**src/rtl/led_pwm_capture_if.sv**
```systemverilog
// led_pwm_capture_if -- signal bundle between the LED PWM capture block and
// its user.
//   en       : measurement enable (user -> capture)
//   pwm_in   : raw LED drive lines, bit0=R bit1=G bit2=B (user -> capture)
//   duty_*   : lit-cycle count of the last completed window (capture -> user)
//   valid    : one-cycle pulse when duty_* update (capture -> user)
//   win_cnt  : completed-window count, wraps at 256 (capture -> user)
interface led_pwm_capture_if #(
  parameter int WIN_BITS = 8
);
  logic                en;
  logic [2:0]          pwm_in;
  logic [WIN_BITS:0]   duty_r;
  logic [WIN_BITS:0]   duty_g;
  logic [WIN_BITS:0]   duty_b;
  logic                valid;
  logic [7:0]          win_cnt;

  modport master (
    output en, pwm_in,
    input  duty_r, duty_g, duty_b, valid, win_cnt
  );

  modport slave (
    input  en, pwm_in,
    output duty_r, duty_g, duty_b, valid, win_cnt
  );
endinterface

```
**src/rtl/led_pwm_capture.sv**
```systemverilog
// led_pwm_capture -- measures how many cycles each of three LED drive lines
// is lit within back-to-back windows of 2^WIN_BITS clock cycles.
//   clk   : 24 MHz system clock, rising edge
//   rst_n : async active-low reset; release is expected to be synchronous
//           to clk (done upstream)
//   bus   : led_pwm_capture_if.slave (en, pwm_in in; duty_*, valid,
//           win_cnt out)
//
// state   | meaning
// --------+--------------------------------------------------------------
// IDLE    | waiting for en; results held, counters cleared
// FILL    | two cycles to flush stale values out of the synchronizer
// MEASURE | counting lit samples; windows run back to back
module led_pwm_capture #(
  parameter int WIN_BITS   = 8,
  parameter bit ACTIVE_LOW = 1'b1
) (
  input  logic              clk,
  input  logic              rst_n,
  led_pwm_capture_if.slave  bus
);

  localparam logic [1:0] IDLE    = 2'd0;
  localparam logic [1:0] FILL    = 2'd1;
  localparam logic [1:0] MEASURE = 2'd2;

  localparam logic [2:0]          UNLIT   = {3{ACTIVE_LOW}};
  localparam logic [WIN_BITS-1:0] ONE     = {{(WIN_BITS-1){1'b0}}, 1'b1};
  localparam logic [WIN_BITS:0]   CNT_ZERO = '0;

  logic [2:0]          sync_q1;
  logic [2:0]          sync_q2;
  logic [2:0]          lit;
  logic [1:0]          state;
  logic                fill_cnt;
  logic [WIN_BITS-1:0] sample_cnt;
  logic                win_full;
  logic [WIN_BITS:0]   lit_cnt [3];
  logic [WIN_BITS:0]   duty_q  [3];
  logic                valid_q;
  logic [7:0]          win_q;

  always_ff @(posedge clk or negedge rst_n) begin
    if (!rst_n) begin
      sync_q1 <= UNLIT;
      sync_q2 <= UNLIT;
    end else begin
      sync_q1 <= bus.pwm_in;
      sync_q2 <= sync_q1;
    end
  end

  assign lit = sync_q2 ^ UNLIT;

  always_ff @(posedge clk or negedge rst_n) begin
    if (!rst_n) begin
      state      <= IDLE;
      fill_cnt   <= 1'b0;
      sample_cnt <= '0;
      win_full   <= 1'b0;
      valid_q    <= 1'b0;
      win_q      <= 8'd0;
      for (int c = 0; c < 3; c++) begin
        lit_cnt[c] <= CNT_ZERO;
        duty_q[c]  <= CNT_ZERO;
      end
    end else begin
      valid_q <= 1'b0;
      case (state)
        IDLE: begin
          if (bus.en) begin
            state    <= FILL;
            fill_cnt <= 1'b1;
          end
        end
        FILL: begin
          if (!bus.en) begin
            state    <= IDLE;
            fill_cnt <= 1'b0;
          end else if (fill_cnt == 1'b0) begin
            state      <= MEASURE;
            sample_cnt <= '1;
            win_full   <= 1'b0;
          end else begin
            fill_cnt <= 1'b0;
          end
        end
        MEASURE: begin
          if (!bus.en) begin
            // abandon the partial window; results stay as they were
            state      <= IDLE;
            sample_cnt <= '0;
            win_full   <= 1'b0;
            for (int c = 0; c < 3; c++) lit_cnt[c] <= CNT_ZERO;
          end else begin
            // down-counter wraps from 0 back to all-ones, so the window
            // length repeats without reloading
            sample_cnt <= sample_cnt - ONE;
            win_full   <= (sample_cnt == '0);
            if (win_full) begin
              // publish the finished window and take the first sample of
              // the next one on the same edge, so there is no gap
              valid_q <= 1'b1;
              win_q   <= win_q + 8'd1;
              for (int c = 0; c < 3; c++) begin
                duty_q[c]  <= lit_cnt[c];
                lit_cnt[c] <= {{WIN_BITS{1'b0}}, lit[c]};
              end
            end else begin
              for (int c = 0; c < 3; c++)
                lit_cnt[c] <= lit_cnt[c] + {{WIN_BITS{1'b0}}, lit[c]};
            end
          end
        end
        default: state <= IDLE;
      endcase
    end
  end

  assign bus.duty_r  = duty_q[0];
  assign bus.duty_g  = duty_q[1];
  assign bus.duty_b  = duty_q[2];
  assign bus.valid   = valid_q;
  assign bus.win_cnt = win_q;

endmodule

```
**src/flat_wrapper.sv**
```systemverilog
// flat-port wrapper written by rule: the top's interface ports become plain ports
module led_pwm_capture_flat 
#(
  parameter int WIN_BITS   = 8,
  parameter bit ACTIVE_LOW = 1'b1
)
  (clk, rst_n, bus_en, bus_pwm_in, bus_duty_r, bus_duty_g, bus_duty_b, bus_valid, bus_win_cnt);
  led_pwm_capture_if #(.WIN_BITS(WIN_BITS)) bus_i ();
  input  logic clk;
  input  logic rst_n;
  input wire logic [$bits(bus_i.en)-1:0] bus_en;
  input wire logic [$bits(bus_i.pwm_in)-1:0] bus_pwm_in;
  output wire logic [$bits(bus_i.duty_r)-1:0] bus_duty_r;
  output wire logic [$bits(bus_i.duty_g)-1:0] bus_duty_g;
  output wire logic [$bits(bus_i.duty_b)-1:0] bus_duty_b;
  output wire logic [$bits(bus_i.valid)-1:0] bus_valid;
  output wire logic [$bits(bus_i.win_cnt)-1:0] bus_win_cnt;
  assign bus_i.en = bus_en;
  assign bus_i.pwm_in = bus_pwm_in;
  assign bus_duty_r = bus_i.duty_r;
  assign bus_duty_g = bus_i.duty_g;
  assign bus_duty_b = bus_i.duty_b;
  assign bus_valid = bus_i.valid;
  assign bus_win_cnt = bus_i.win_cnt;
  led_pwm_capture #(.WIN_BITS(WIN_BITS), .ACTIVE_LOW(ACTIVE_LOW)) u_core (.clk(clk), .rst_n(rst_n), .bus(bus_i));
endmodule
```
**config.mk**
```make
export PLATFORM = sky130hd
export DESIGN_NAME = led_pwm_capture_flat
export DESIGN_NICKNAME = d
export VERILOG_FILES = /design/src/rtl/led_pwm_capture_if.sv /design/src/rtl/led_pwm_capture.sv /design/src/flat_wrapper.sv
export SDC_FILE = /design/constraint.sdc
export NUM_CORES = 1
export LEC_CHECK = 0
export ABC_CLOCK_PERIOD_IN_PS = 2210
export CORE_ASPECT_RATIO = 0.9
export CORE_MARGIN = 8
export CORE_UTILIZATION = 55
export DETAILED_ROUTE_END_ITERATION = 8
export GPL_ROUTABILITY_DRIVEN = 1
export PLACE_DENSITY = 0.83
export SETUP_SLACK_MARGIN = 0.05
export SYNTH_ARGS = -nofsm -noshare
export SYNTH_HDL_FRONTEND = slang
export SYNTH_SLANG_ARGS = --single-unit
export TNS_END_PERCENT = 100
```
**constraint.sdc**
```tcl
create_clock -name clk -period 2.21 [get_ports clk]
set_input_delay 0.442 -clock clk [delete_from_list [all_inputs] [get_ports clk]]
set_output_delay 0.442 -clock clk [all_outputs]
set_load 0.02 [all_outputs]
```
==> results.toml <==
[outcome]
status = "finished clean"

[timing]
drv_slew = 0
hold_viol = 0
worst_slew_pin_slew_ps = 559
fin_setup_tns_ps = 0
timing.slew.headroom = 0.627
grt_setup_unrepaired = "false"
setup_violations = 0
timing.final.crit_share = 0.853
fin_skew_ps = 8.32
max_freq_ghz = 0.530
period_needed_ps = 1890

[global_route]
grt_pass1_wl_mm = 13.0
antenna_found_initial = 0
grt_max_degree = 45
grt_usage = 0.171
first_global_vias = 2775
grt-ovfl-total = 0

[power_and_ir_drop]
leakage_nw = 1.98
powerDensity_mw_per_mm2 = 774
power.total_mw = 3.44
peakVddDrop_mv = 0.831

[synth]
synth-edff-count = 0
post_synth.cell_area_avg_um2 = 11.4
synth_top_area_share = 0.508
synth-seq-cells = 81
yosysWarningCount = 0
syn_nets = 338
synth_area_mm2 = 0.00369
synth_ff_type = "dfrtp_1"
async_flop_share = 1.00
syn_inst = 323
yosysUniqueCellTypes = 45
synthTopCellsByArea = "dfrtp_1 (51%), mux2_2 (8.5%), dfstp_2 (4.3%), o21ai_0 (4.2%), ha_1 (3.1%)"
yosysTopAreaCell = "dfrtp_1"
yosysSeqAreaShare = 0.551

[placed_design]
hpwl_mm = 5.42
placed_area_mm2 = 0.00425
place.gp.congestion = 0.860
port_buffers = 41

[clocking]
tritoncts = "yes"
ctsHtreeMaxLevel = 3
clk_pin_slew_worst_paths_ps = 70
cts_hold_buf = 0
clockRootBuffer = "clkbuf_8"
post_cts_resized = 0
clk_path_buf_depth = 2
cts_buffers = 9
post_cts_buffers = 0
clk_latency_ps = 340
cts_sinks = 81

[routing]
wire_per_inst_um = 16.5
drc = 0
drt_iter0_drc = 162
dr.pass1.iters = 4
vias_per_cell = 5.91
wirelength_mm = 7.69
ant_nets = 0
via_count = 2749

[finish]
layout-drive-gt1-share = 0.181
diodes = 0
syn2layout_area_growth_pct = 20.2
final_util = 0.677
final_common_cell = "dfrtp_1"
nets = 387
final_cell_mix = "dfrtp_1 (75), clkdlybuf4s50_1 (40), o21ai_0 (31)"
final_area_mm2 = 0.00444

[setup_path]
required_ps = 1770
regToRegStartpoint = "u_core.sample_cnt[0]$_DFFE_PN0P_"
crit_family = "buffers and inverters"
endpoint_kind = "output pin"
start_kind = "flop"
worst-setup-path-type = "flop to output pin"
rrSetupSlack_ps = 430
path_cells = "clkdlybuf4s50_1"
slowest_stage = "clkdlybuf4s50_1"
worst-path-buf-inv = 1
critPathMaxStageDelay_ps = 650
startpoint = "u_core.bus.win_cnt[3]$_DFFE_PN0P_"
crit_arrival_ps = 1440
cp_max_fo = 6

[floorplan]
core_mm2 = 0.00655
start_util = 0.563
die_y_um = 93.7
die_area_mm2 = 0.00959
boundaryPins = 42
rows = 28
die_w_um = 102

[worst_hold_path]
hold_path_class = "input port to async pin"

[flow_run]
drv_cap = 0
==> final timing paths <==
path                                                    end  cells past startpoint
max                                          bus_win_cnt[3]                      1
min                        u_core.bus.duty_r[6]$_DFFE_PN0P_                      1
max reg2reg                u_core.sample_cnt[6]$_DFFE_PN0P_                      5
min reg2reg                     u_core.sync_q2[2]$_DFF_PN1_                      0
max in group asynchronous       u_core.sync_q2[0]$_DFF_PN1_                      2
min in group clk                u_core.sync_q2[2]$_DFF_PN1_                      0
==> Yosys cell counts, types with 2 or more instances <==
library cell and number:
o221ai_1 2, a21oi_1 12, o21ai_0 31, xnor2_1 3
and3b_1 2, mux2_2 28, nor2b_1 6, inv_1 16
or3_1 8, or4_1 4, a31oi_1 8, nor2_1 2
dfrtp_1 75, o211ai_1 8, nand2b_1 3, o31a_1 5
nand3_1 15, ha_1 9, clkbuf_1 7, and3_1 4
nand4_1 9, nor3_1 3, a22o_1 6, dfstp_2 6
buf_2 9, xor2_1 4, a41oi_1 3, nand2_1 17
a32oi_1 2
==> stage by stage <==
| stage | hold WS [ps] | instances | setup slack, ps |
|---|---|---|---|
| 3_5_place_dp | 347 | 451 | 153 |
| 6_report | 79.5 | 465 | 325 |
| 2_1_floorplan | 146 | 323 | 639 |
| 4_1_cts | 82.8 | 465 | 314 |
| 3_3_place_gp | 346 | 451 | 231 |
| 5_1_grt | 100 | 465 | 285 |
==> final cells by class <==
type / instances / area (um2)
fillers: 511 / 2110
flip-flops and latches: 81 / 2030
multi-input cells: 209 / 1520
repair buffers: 55 / 526
clock buffers: 11 / 141
well taps: 90 / 113
inverters: 16 / 60.1
clock inverters: 3 / 42.5
==> where the power goes <==
part | total (mW) | leakage (nW) | internal [mW] | switching [mW]
clock | 1.02 | 0.0913 | 0.539 | 0.482
combinational | 0.547 | 0.821 | 0.252 | 0.295
sequential | 1.87 | 1.06 | 1.66 | 0.214
total | 3.44 | 1.98 | 2.45 | 0.991
==> registers in the layout, summed over array words and instances, names as in the netlist <==
| register | count |
|---|---|
| u_core.bus.duty_b | 9 |
| u_core.bus.duty_g | 9 |
| u_core.bus.duty_r | 9 |
| u_core.bus.valid | 1 |
| u_core.bus.win_cnt | 8 |
| u_core.fill_cnt | 1 |
| u_core.lit_cnt | 27 |
| u_core.sample_cnt | 8 |
| u_core.state | 2 |
| u_core.sync_q1 | 3 |
| u_core.sync_q2 | 3 |
| u_core.win_full | 1 |
==> per-layer routing <==
metal  wire [um]  vias up  track usage
li1            -     1290            -
met1        3420     1377        0.215
met2        3750       76        0.273
met3         464        6       0.0563
met4          57        0       0.0562
met5           0        -            0
==> kinds of logic (layout without fill, tap and decap cells) <==
| group | Yosys count | in the layout | share of synthesized area |
|---|---|---|---|
| AO/OA/AOI/OAI | 84 | 84 | 0.147 |
| XOR/XNOR | 7 | 7 | 0.0166 |
| adder cells (fa/ha/maj) | 9 | 9 | 0.0305 |
| buffers and inverters | 33 | 85 | 0.0366 |
| flip-flops | 81 | 81 | 0.551 |
| multiplexers | 29 | 29 | 0.0881 |
| AND/OR/NAND/NOR | 80 | 80 | 0.130 |
(Power assumes the default switching activity.)
